### config.mk
export PLATFORM = sky130hd
export DESIGN_NAME = uart_tx_gen
export DESIGN_NICKNAME = d
export VERILOG_FILES = /design/src/rtl/uart_tx_pkg.sv /design/src/rtl/uart_tx_serializer.sv /design/src/rtl/uart_tx_gen.sv
export SDC_FILE = /design/constraint.sdc
export NUM_CORES = 1
export LEC_CHECK = 0
export CAP_MARGIN = 5
export CORE_UTILIZATION = 45
export DETAILED_ROUTE_END_ITERATION = 8
export GPL_ROUTABILITY_DRIVEN = 0
export PLACE_DENSITY_LB_ADDON = 0.12
export SETUP_SLACK_MARGIN = 0.3
export SLEW_MARGIN = 20
export SYNTH_ARGS = -nofsm -noshare
export SYNTH_HDL_FRONTEND = slang
export SYNTH_SLANG_ARGS = --single-unit
### constraint.sdc
create_clock -name clck -period 1.5 [get_ports clck]
set_input_delay 0.225 -clock clck [delete_from_list [all_inputs] [get_ports clck]]
set_output_delay 0.225 -clock clck [all_outputs]
set_load 0.03 [all_outputs]
### src/rtl/uart_tx_pkg.sv
// Shared definitions for the UART transmitter: FSM state codes, parity
// type constants, output mux selects and the parity-bit helper.
package uart_tx_pkg;

    localparam logic [2:0] ST_IDLE   = 3'd0;
    localparam logic [2:0] ST_START  = 3'd1;
    localparam logic [2:0] ST_DATA   = 3'd2;
    localparam logic [2:0] ST_PARITY = 3'd3;
    localparam logic [2:0] ST_STOP   = 3'd4;

    localparam logic PAR_EVEN = 1'b0;
    localparam logic PAR_ODD  = 1'b1;

    typedef enum logic [1:0] {
        SEL_START  = 2'd0,
        SEL_DATA   = 2'd1,
        SEL_PARITY = 2'd2,
        SEL_STOP   = 2'd3
    } tx_sel_e;

    // Even parity is the XOR of the payload, odd parity is its complement.
    function automatic logic parityBit(input logic dataXor, input logic parTyp);
        return (parTyp == PAR_ODD) ? ~dataXor : dataXor;
    endfunction

endpackage

### src/rtl/uart_tx_serializer.sv
// Payload shift register for the UART transmitter: loads a word on accept,
// shifts it out LSB first and tracks the bit position and word parity.
module uart_tx_serializer
    import uart_tx_pkg::*;
#(
    parameter int DATA_WIDTH = 8,
    parameter int CNT_W      = $clog2(DATA_WIDTH)
) (
    input  logic                  clck,
    input  logic                  rst,
    input  logic                  i_load,
    input  logic                  i_shift,
    input  logic [DATA_WIDTH-1:0] i_data,
    output logic                  o_bit,
    output logic [CNT_W-1:0]      o_bitCnt,
    output logic                  o_serDone,
    output logic                  o_parity
);

    logic [DATA_WIDTH-1:0] r_shift;
    logic [CNT_W-1:0]      r_bitCnt;
    logic                  r_parity;

    // Parity is captured at load time so later shifting cannot disturb it.
    always_ff @(posedge clck or negedge rst) begin
        if (!rst) begin
            r_shift  <= '0;
            r_bitCnt <= '0;
            r_parity <= 1'b0;
        end else if (i_load) begin
            r_shift  <= i_data;
            r_bitCnt <= '0;
            r_parity <= ^i_data;
        end else if (i_shift) begin
            r_shift  <= {1'b0, r_shift[DATA_WIDTH-1:1]};
            r_bitCnt <= o_serDone ? r_bitCnt : r_bitCnt + 1'b1;
        end
    end

    assign o_bit     = r_shift[0];
    assign o_bitCnt  = r_bitCnt;
    assign o_serDone = (r_bitCnt == CNT_W'(DATA_WIDTH - 1));
    assign o_parity  = r_parity;

endmodule

### src/rtl/uart_tx_gen.sv
// UART transmitter top: frame FSM, latched frame configuration and the
// output mux; one serial bit per clck cycle, back-to-back capable.
module uart_tx_gen
    import uart_tx_pkg::*;
#(
    parameter int DATA_WIDTH = 8,
    parameter int STOP_BITS  = 1,
    parameter int CNT_W      = $clog2(DATA_WIDTH)
) (
    input  logic                  clck,
    input  logic                  rst,
    input  logic [DATA_WIDTH-1:0] p_data,
    input  logic                  data_valid,
    input  logic                  par_en,
    input  logic                  par_typ,
    output logic                  tx_out,
    output logic                  busy,
    output logic                  data_ack
);

    logic [2:0]       r_state;
    logic [2:0]       w_nextState;
    logic             r_parEn;
    logic             r_parTyp;
    logic             r_dataAck;
    logic             r_stopCnt;
    logic             w_lastStop;
    logic             w_accept;
    logic             w_serBit;
    logic             w_serDone;
    logic             w_serParity;
    logic [CNT_W-1:0] w_unusedBitCnt;
    tx_sel_e          w_sel;

    uart_tx_serializer #(
        .DATA_WIDTH (DATA_WIDTH),
        .CNT_W      (CNT_W)
    ) u_serializer (
        .clck      (clck),
        .rst       (rst),
        .i_load    (w_accept),
        .i_shift   (r_state == ST_DATA),
        .i_data    (p_data),
        .o_bit     (w_serBit),
        .o_bitCnt  (w_unusedBitCnt),
        .o_serDone (w_serDone),
        .o_parity  (w_serParity)
    );

    // A new word may be taken while idle or on the last stop cycle, which is
    // what lets frames run back to back without an idle gap.
    assign w_lastStop = (r_state == ST_STOP) && (r_stopCnt == 1'(STOP_BITS - 1));
    assign w_accept   = data_valid && ((r_state == ST_IDLE) || w_lastStop);

    always_comb begin
        w_nextState = ST_IDLE;
        case (r_state)
            ST_IDLE:   w_nextState = w_accept ? ST_START : ST_IDLE;
            ST_START:  w_nextState = ST_DATA;
            ST_DATA:   w_nextState = w_serDone ? (r_parEn ? ST_PARITY : ST_STOP) : ST_DATA;
            ST_PARITY: w_nextState = ST_STOP;
            ST_STOP:   w_nextState = w_lastStop ? (w_accept ? ST_START : ST_IDLE) : ST_STOP;
            default:   w_nextState = ST_IDLE;
        endcase
    end

    always_ff @(posedge clck or negedge rst) begin
        if (!rst) begin
            r_state   <= ST_IDLE;
            r_parEn   <= 1'b0;
            r_parTyp  <= PAR_EVEN;
            r_dataAck <= 1'b0;
            r_stopCnt <= 1'b0;
        end else begin
            r_state   <= w_nextState;
            r_dataAck <= w_accept;
            r_stopCnt <= ((r_state == ST_STOP) && !w_lastStop) ? r_stopCnt + 1'b1 : 1'b0;
            if (w_accept) begin
                r_parEn  <= par_en;
                r_parTyp <= par_typ;
            end
        end
    end

    // Output decode uses registered state only; unknown states drive the line high.
    always_comb begin
        w_sel = SEL_STOP;
        case (r_state)
            ST_START:  w_sel = SEL_START;
            ST_DATA:   w_sel = SEL_DATA;
            ST_PARITY: w_sel = SEL_PARITY;
            default:   w_sel = SEL_STOP;
        endcase
    end

    always_comb begin
        tx_out = 1'b1;
        case (w_sel)
            SEL_START:  tx_out = 1'b0;
            SEL_DATA:   tx_out = w_serBit;
            SEL_PARITY: tx_out = parityBit(w_serParity, r_parTyp);
            default:    tx_out = 1'b1;
        endcase
    end

    assign busy     = (r_state == ST_START) || (r_state == ST_DATA) ||
                      (r_state == ST_PARITY) || (r_state == ST_STOP);
    assign data_ack = r_dataAck;

endmodule

After elaboration in Yosys (flattened, before gate mapping)
Index checks and enable logic that the tools add are counted.
Word-level totals
  bits in registers: 19
  bits of input ports: 13
  output and inout port bits: 3
  word-level logic and storage cells: 47
Operators by class
  add/subtract/negate cells: 2
  eq/ne operators: 8
  muxes and demuxes: 14
  bitwise logic cells: 2
  reduce and logical (&&, ||, !) cells: 13
Operators with widths (count)
  2-to-1 mux 3 bit: 6
  2-to-1 mux 8 bit: 2
  case mux 3 bit (5 select lines): 1
  XOR reduction 8 bit: 1
  == test 3 x 2 -> 1 bit, second input constant: 2
  == test 3 bit, second input constant: 2
  case mux 2 bit (3 select lines): 1
  logical OR 1 bit: 4
  adder 3 x 1 -> 3 bit, second input constant: 1
  == test 3 x 1 -> 1 bit, second input constant: 1
  logical AND 1 bit: 3
  logical NOT 3 bit: 1
  2-to-1 mux 1 bit: 3
  case mux 1 bit (3 select lines): 1
  == test 2 x 1 -> 1 bit, second input constant: 1
  == test 2 bit, second input constant: 1
  logical NOT 2 bit: 1
  != test 2 bit, second input constant: 1
  NOT 1 bit: 2
  AND reduction 2 bit: 1
  nonzero test 2 bit: 1
  adder 1 bit, second input constant: 1
  logical NOT 1 bit: 1

Longest topological paths before layout
  depth after elaboration: 7
  mapped depth: 7
  gate-level depth less buffers: 5

By module
A second synthesis with hierarchy kept.
Unflattened totals
  cell total of the unflattened synthesis: 89
  area, all modules: 954.7 um^2
By module, submodules not included
  uart_tx_serializer: instances 1, cells each 57, area an instance 600.6 um^2, sequential area each 300.3 um^2
  uart_tx_gen: instances 1, cells each 32, area an instance 354.1 um^2, sequential area each 175.2 um^2

Worst setup path after synthesis
No wires, ideal clock.
  path type: register to register
  from: register u_serializer.r_bitCnt[0] (netlist: u_serializer.o_bitCnt[0])
  to: register u_serializer.r_bitCnt[0] (netlist: u_serializer.o_bitCnt[0])
  setup time: 0.125 ns
  arrival: 1.322 ns
  data required time: 1.375 ns
  setup slack: 0.053 ns
  stages on the path, launching flop included: 6
  buffers on the path: 0
  period minus slack after synthesis: 1.447 ns
  cells stage by stage: dfrtp_1 > ha_1 > ha_1 > nor3_2 > nor2_1 > mux2_2
Between the ends
  longest elaborated chain between the ends: 4
  elaborated cells between the ends (all ways): 7
  those cells by class: 1 x add/sub; 2 x eq/ne; 3 x mux; 1 x reduce/logical
RTL lines
  start, declared: RTL line uart_tx_serializer.sv:21  | logic [CNT_W-1:0] r_bitCnt;
  start signal, assigned: RTL line uart_tx_serializer.sv:36  | r_bitCnt <= o_serDone ? r_bitCnt : r_bitCnt + 1'b1;
  adder 3 x 1 -> 3 bit: RTL line uart_tx_serializer.sv:36
  2-to-1 mux 3 bit: RTL line uart_tx_serializer.sv:36
  2-to-1 mux 3 bit: RTL line uart_tx_serializer.sv:34  | end else if (i_shift) begin
  2-to-1 mux 3 bit: RTL line uart_tx_serializer.sv:30  | end else if (i_load) begin
Several ways; a longest one is shown, not always the timed one. The select of a mux whose other input is x is not followed.
A chain may end at the register's enable or synchronous reset.

Worst setup path after layout
  from: register u_serializer.r_parity (netlist: u_serializer.o_parity)
  to: output tx_out
Between the ends
  longest elaborated chain between the ends: 3
RTL lines
  start, declared: RTL line uart_tx_serializer.sv:22  | logic r_parity;
  start signal, assigned: RTL line uart_tx_serializer.sv:33  | r_parity <= ^i_data;
  NOT 1 bit: RTL line uart_tx_pkg.sv:23  | return (parTyp == PAR_ODD) ? ~dataXor : dataXor;
  2-to-1 mux 1 bit (*): RTL line uart_tx_pkg.sv:23
  case mux 1 bit (3 select lines) (*): RTL line uart_tx_gen.sv:98  | case (w_sel)
  end, declared: RTL line uart_tx_gen.sv:16  | output logic tx_out,
Mark *: on every way between the ends. The rest lies on a longest branch, timed or not.

==> results.py <==
metrics = {
    "status": {
        "outcome": "complete, but fails checks",
        "violations": "setup timing",
    },
    "clocking": {
        "cts_buffer_depth": 2,
        "cts_root_buf": "clkbuf_4",
        "cts.sinks": 19,
        "cts_tree": "done",
        "worst_skew_pair.late_latency_ps": 290,
        "cts_made_buffers": 3,
        "cts.clk_slew.worst_paths_ps": 110,
        "htreeDepth": 1,
    },
    "yosys": {
        "synth_cells": 82,
        "ys_types": 26,
        "syn_area_sq_um": 925,
        "avgSynthCellArea_sq_um": 11.3,
        "synth_fp_nets": 97,
        "yosysSeqAreaShare": 0.514,
        "ys_warn_count": 0,
        "synth-seq-cells": 19,
    },
    "timing": {
        "hold_viol": 0,
        "setup_ws_ps": -110,
        "clock_skew_ps": 0.909,
        "rsz0062_at_grt": "true",
        "setup_viol": 1,
        "maxSlewViolCount": 0,
        "fin_crit_sh": 1.07,
        "min_period_ps": 1610,
        "max_freq_mhz": 621,
    },
    "drt": {
        "drtIter0Drc": 9,
        "top_layer": "met4",
        "firstDrtPassIters": 4,
        "ant_nets": 0,
        "route.met3.wl_um": 63,
        "wl_met1_um": 954,
        "vias": 738,
        "drc": 0,
        "routed_via_density": 5.16,
        "routed_wl_um": 2230,
        "wl_met2_um": 1150,
        "wl_per_cell_um": 15.6,
    },
    "global_routing": {
        "gr-total-overflow": 0,
        "grt_max_degree": 20,
        "globalRouteTotalUtil": 0.215,
        "grt_pass1_vias": 710,
        "grt_pass1_wl_um": 3280,
        "antenna_found_initial": 0,
    },
    "floorplanning": {
        "fp.dieW_um": 47.3,
        "fp.dieArea_sq_mm": 0.00224,
        "core_sq_mm": 0.00194,
        "die_h_um": 47.3,
        "io_pins": 16,
        "row_count": 16,
        "start_util": 0.476,
    },
    "critical_path": {
        "cp.arrival_ps": 1390,
        "slowest_stage": "dfrtp_1",
        "cp_cell_sequence": "xor2_1, nand2_1, a22oi_2, or2_4, buf_6",
        "critPathCaptureType": "output port",
        "crit_type": "reg2out",
        "crit_family": "flip-flops",
        "critPathLaunchType": "flip-flop",
        "setup.worst_path.start": "u_serializer.o_parity",
        "reg2reg_from": "r_state[0]",
        "path_max_fanout": 2,
        "rrSetupSlack_ps": 20,
        "cp_data_required_time_ps": 1270,
        "cpPeakStageDelay_ps": 410,
        "path_buf_inv": 1,
    },
    "hold_path": {
        "min_path_type": "in2async",
    },
    "place": {
        "dp_hpwl_um": 1190,
        "dp_slack_ps": 52.5,
        "io_buffer_count": 15,
    },
    "pwr": {
        "clkPwrFrac": 0.083,
        "internal_power_mw": 1.94,
        "power_frac_comb": 0.621,
        "swShare": 0.380,
        "vdd_drop_max_v": 0.00148,
        "leakage_nw": 0.611,
        "powerDensity_mw_per_mm2": 2170,
        "seq_power_share": 0.296,
        "switchingPower_mw": 1.19,
    },
    "final_layout": {
        "fin_util": 0.744,
        "fillers": 149,
        "diodes": 0,
        "layout.nets": 132,
        "drive_above_1_share": 0.422,
        "area_growth_syn_to_layout_pct": 56.2,
    },
    "flow_run": {
        "drv_cap": 0,
    },
}
[path summary, 6_finish.rpt]
| check | to | cells past startpoint |
|---|---|---|
| max in group asynchronous | r_state[2] | 2 |
| max reg2reg | u_serializer.r_shift[0] | 7 |
| min in group clck | u_serializer.r_shift[2] | 3 |
| min | u_serializer.r_shift[0] | 2 |
| min reg2reg | r_state[1] | 1 |
| max | tx_out | 5 |
[flip-flops by register name, indices dropped and copies added, names as in the netlist]
signal and cells:
u_serializer.r_shift 8, r_state 3, u_serializer.o_bitCnt 3, data_ack 1, r_parEn 1, r_parTyp 1, r_stopCnt 1, u_serializer.o_parity 1
[metrics by stage]
step,instance area (sq um),std cells,power [mW],hold slack (ps),setup TNS [ps]
5_1_grt,1440,143,3.33,270,-302
2_1_floorplan,993,82,1.88,-70.6,0
4_1_cts,1390,142,2.96,249,-153
3_5_place_dp,1160,124,2.15,507,0
6_report,1440,143,3.13,251,-110
3_3_place_gp,1160,124,2.10,495,0
[cells by family after synthesis]
logic type      Yosys count  synth area share
compound gates           17             0.122
xor+xnor                  9            0.0853
fa+ha+maj                 2            0.0271
buf+inv                   5            0.0419
flops                    19             0.514
mux                       8            0.0893
other cells               1           0.00406
simple gates             21             0.116
[cells in the final DEF, fill, tap and decap left out, types with 2 or more instances in the layout]
master,n
clkbuf_4,3
nor2_1,3
dfrtp_1,16
mux2_4,2
xnor2_1,7
o21ai_1,6
nor2_4,3
a221o_1,2
a22o_1,2
nand2_1,8
buf_6,13
buf_4,5
clkdlybuf4s50_1,12
and3_4,2
dfrtp_2,3
mux2i_1,5
[area by class of cell]
cell class,instances,area (sq um),share of cell area
Sequential cell,19,479,0.332
Multi-Input combinational cell,59,547,0.379
Clock buffer,4,26.3,0.0182
Timing Repair Buffer,33,354,0.245
Tap cell,27,33.8,0.0234
Inverter,1,3.75,0.00260
[synth_stat cells (all sizes together)]
master / n / area [sq um]
dfrtp: 19 / 475
nand2: 9 / 33.8
o21ai: 8 / 40.0
xnor2: 8 / 70.1
mux2i: 6 / 60.1
nor2: 6 / 30.0
buf: 4 / 35.0
a21oi: 2 / 10.0
a221o: 2 / 20.0
a22o: 2 / 17.5
ha: 2 / 25.0
mux2: 2 / 22.5
nor3b: 2 / 15.0
a22oi: 1 / 7.51
a31o: 1 / 8.76
and3: 1 / 6.26
conb: 1 / 3.75
inv: 1 / 3.75
nand2b: 1 / 6.26
nor3: 1 / 10.0
o32ai: 1 / 8.76
or2: 1 / 6.26
xor2: 1 / 8.76
[power groups by stage]
stage	Sequential (mW)	Combinational [mW]	Clock (mW)
4_1_cts	0.908	1.79	0.270
3_5_place_dp	0.943	1.21	0
5_1_grt	0.944	2.10	0.293
2_1_floorplan	0.902	0.980	0
6_report	0.925	1.95	0.261
3_3_place_gp	0.932	1.17	0
[per-layer routing]
layer | global-route usage | up-vias
li1 | - | 356
met1 | 0.299 | 357
met2 | 0.329 | 19
met3 | 0.0346 | 6
met4 | 0.0971 | 0
met5 | 0 | -
[repair_timing]
| action | in CTS | in global routing |
|---|---|---|
| endpoints found under the setup margin | 18 | 21 |
| buffers inserted | 11 | 1 |
| cloned | 3 | 0 |
| hold buffers | 0 | 0 |
| pin swaps | 16 | 11 |
| gates resized for setup | 24 | 15 |
Note: power is estimated with default switching activity, not from simulation.
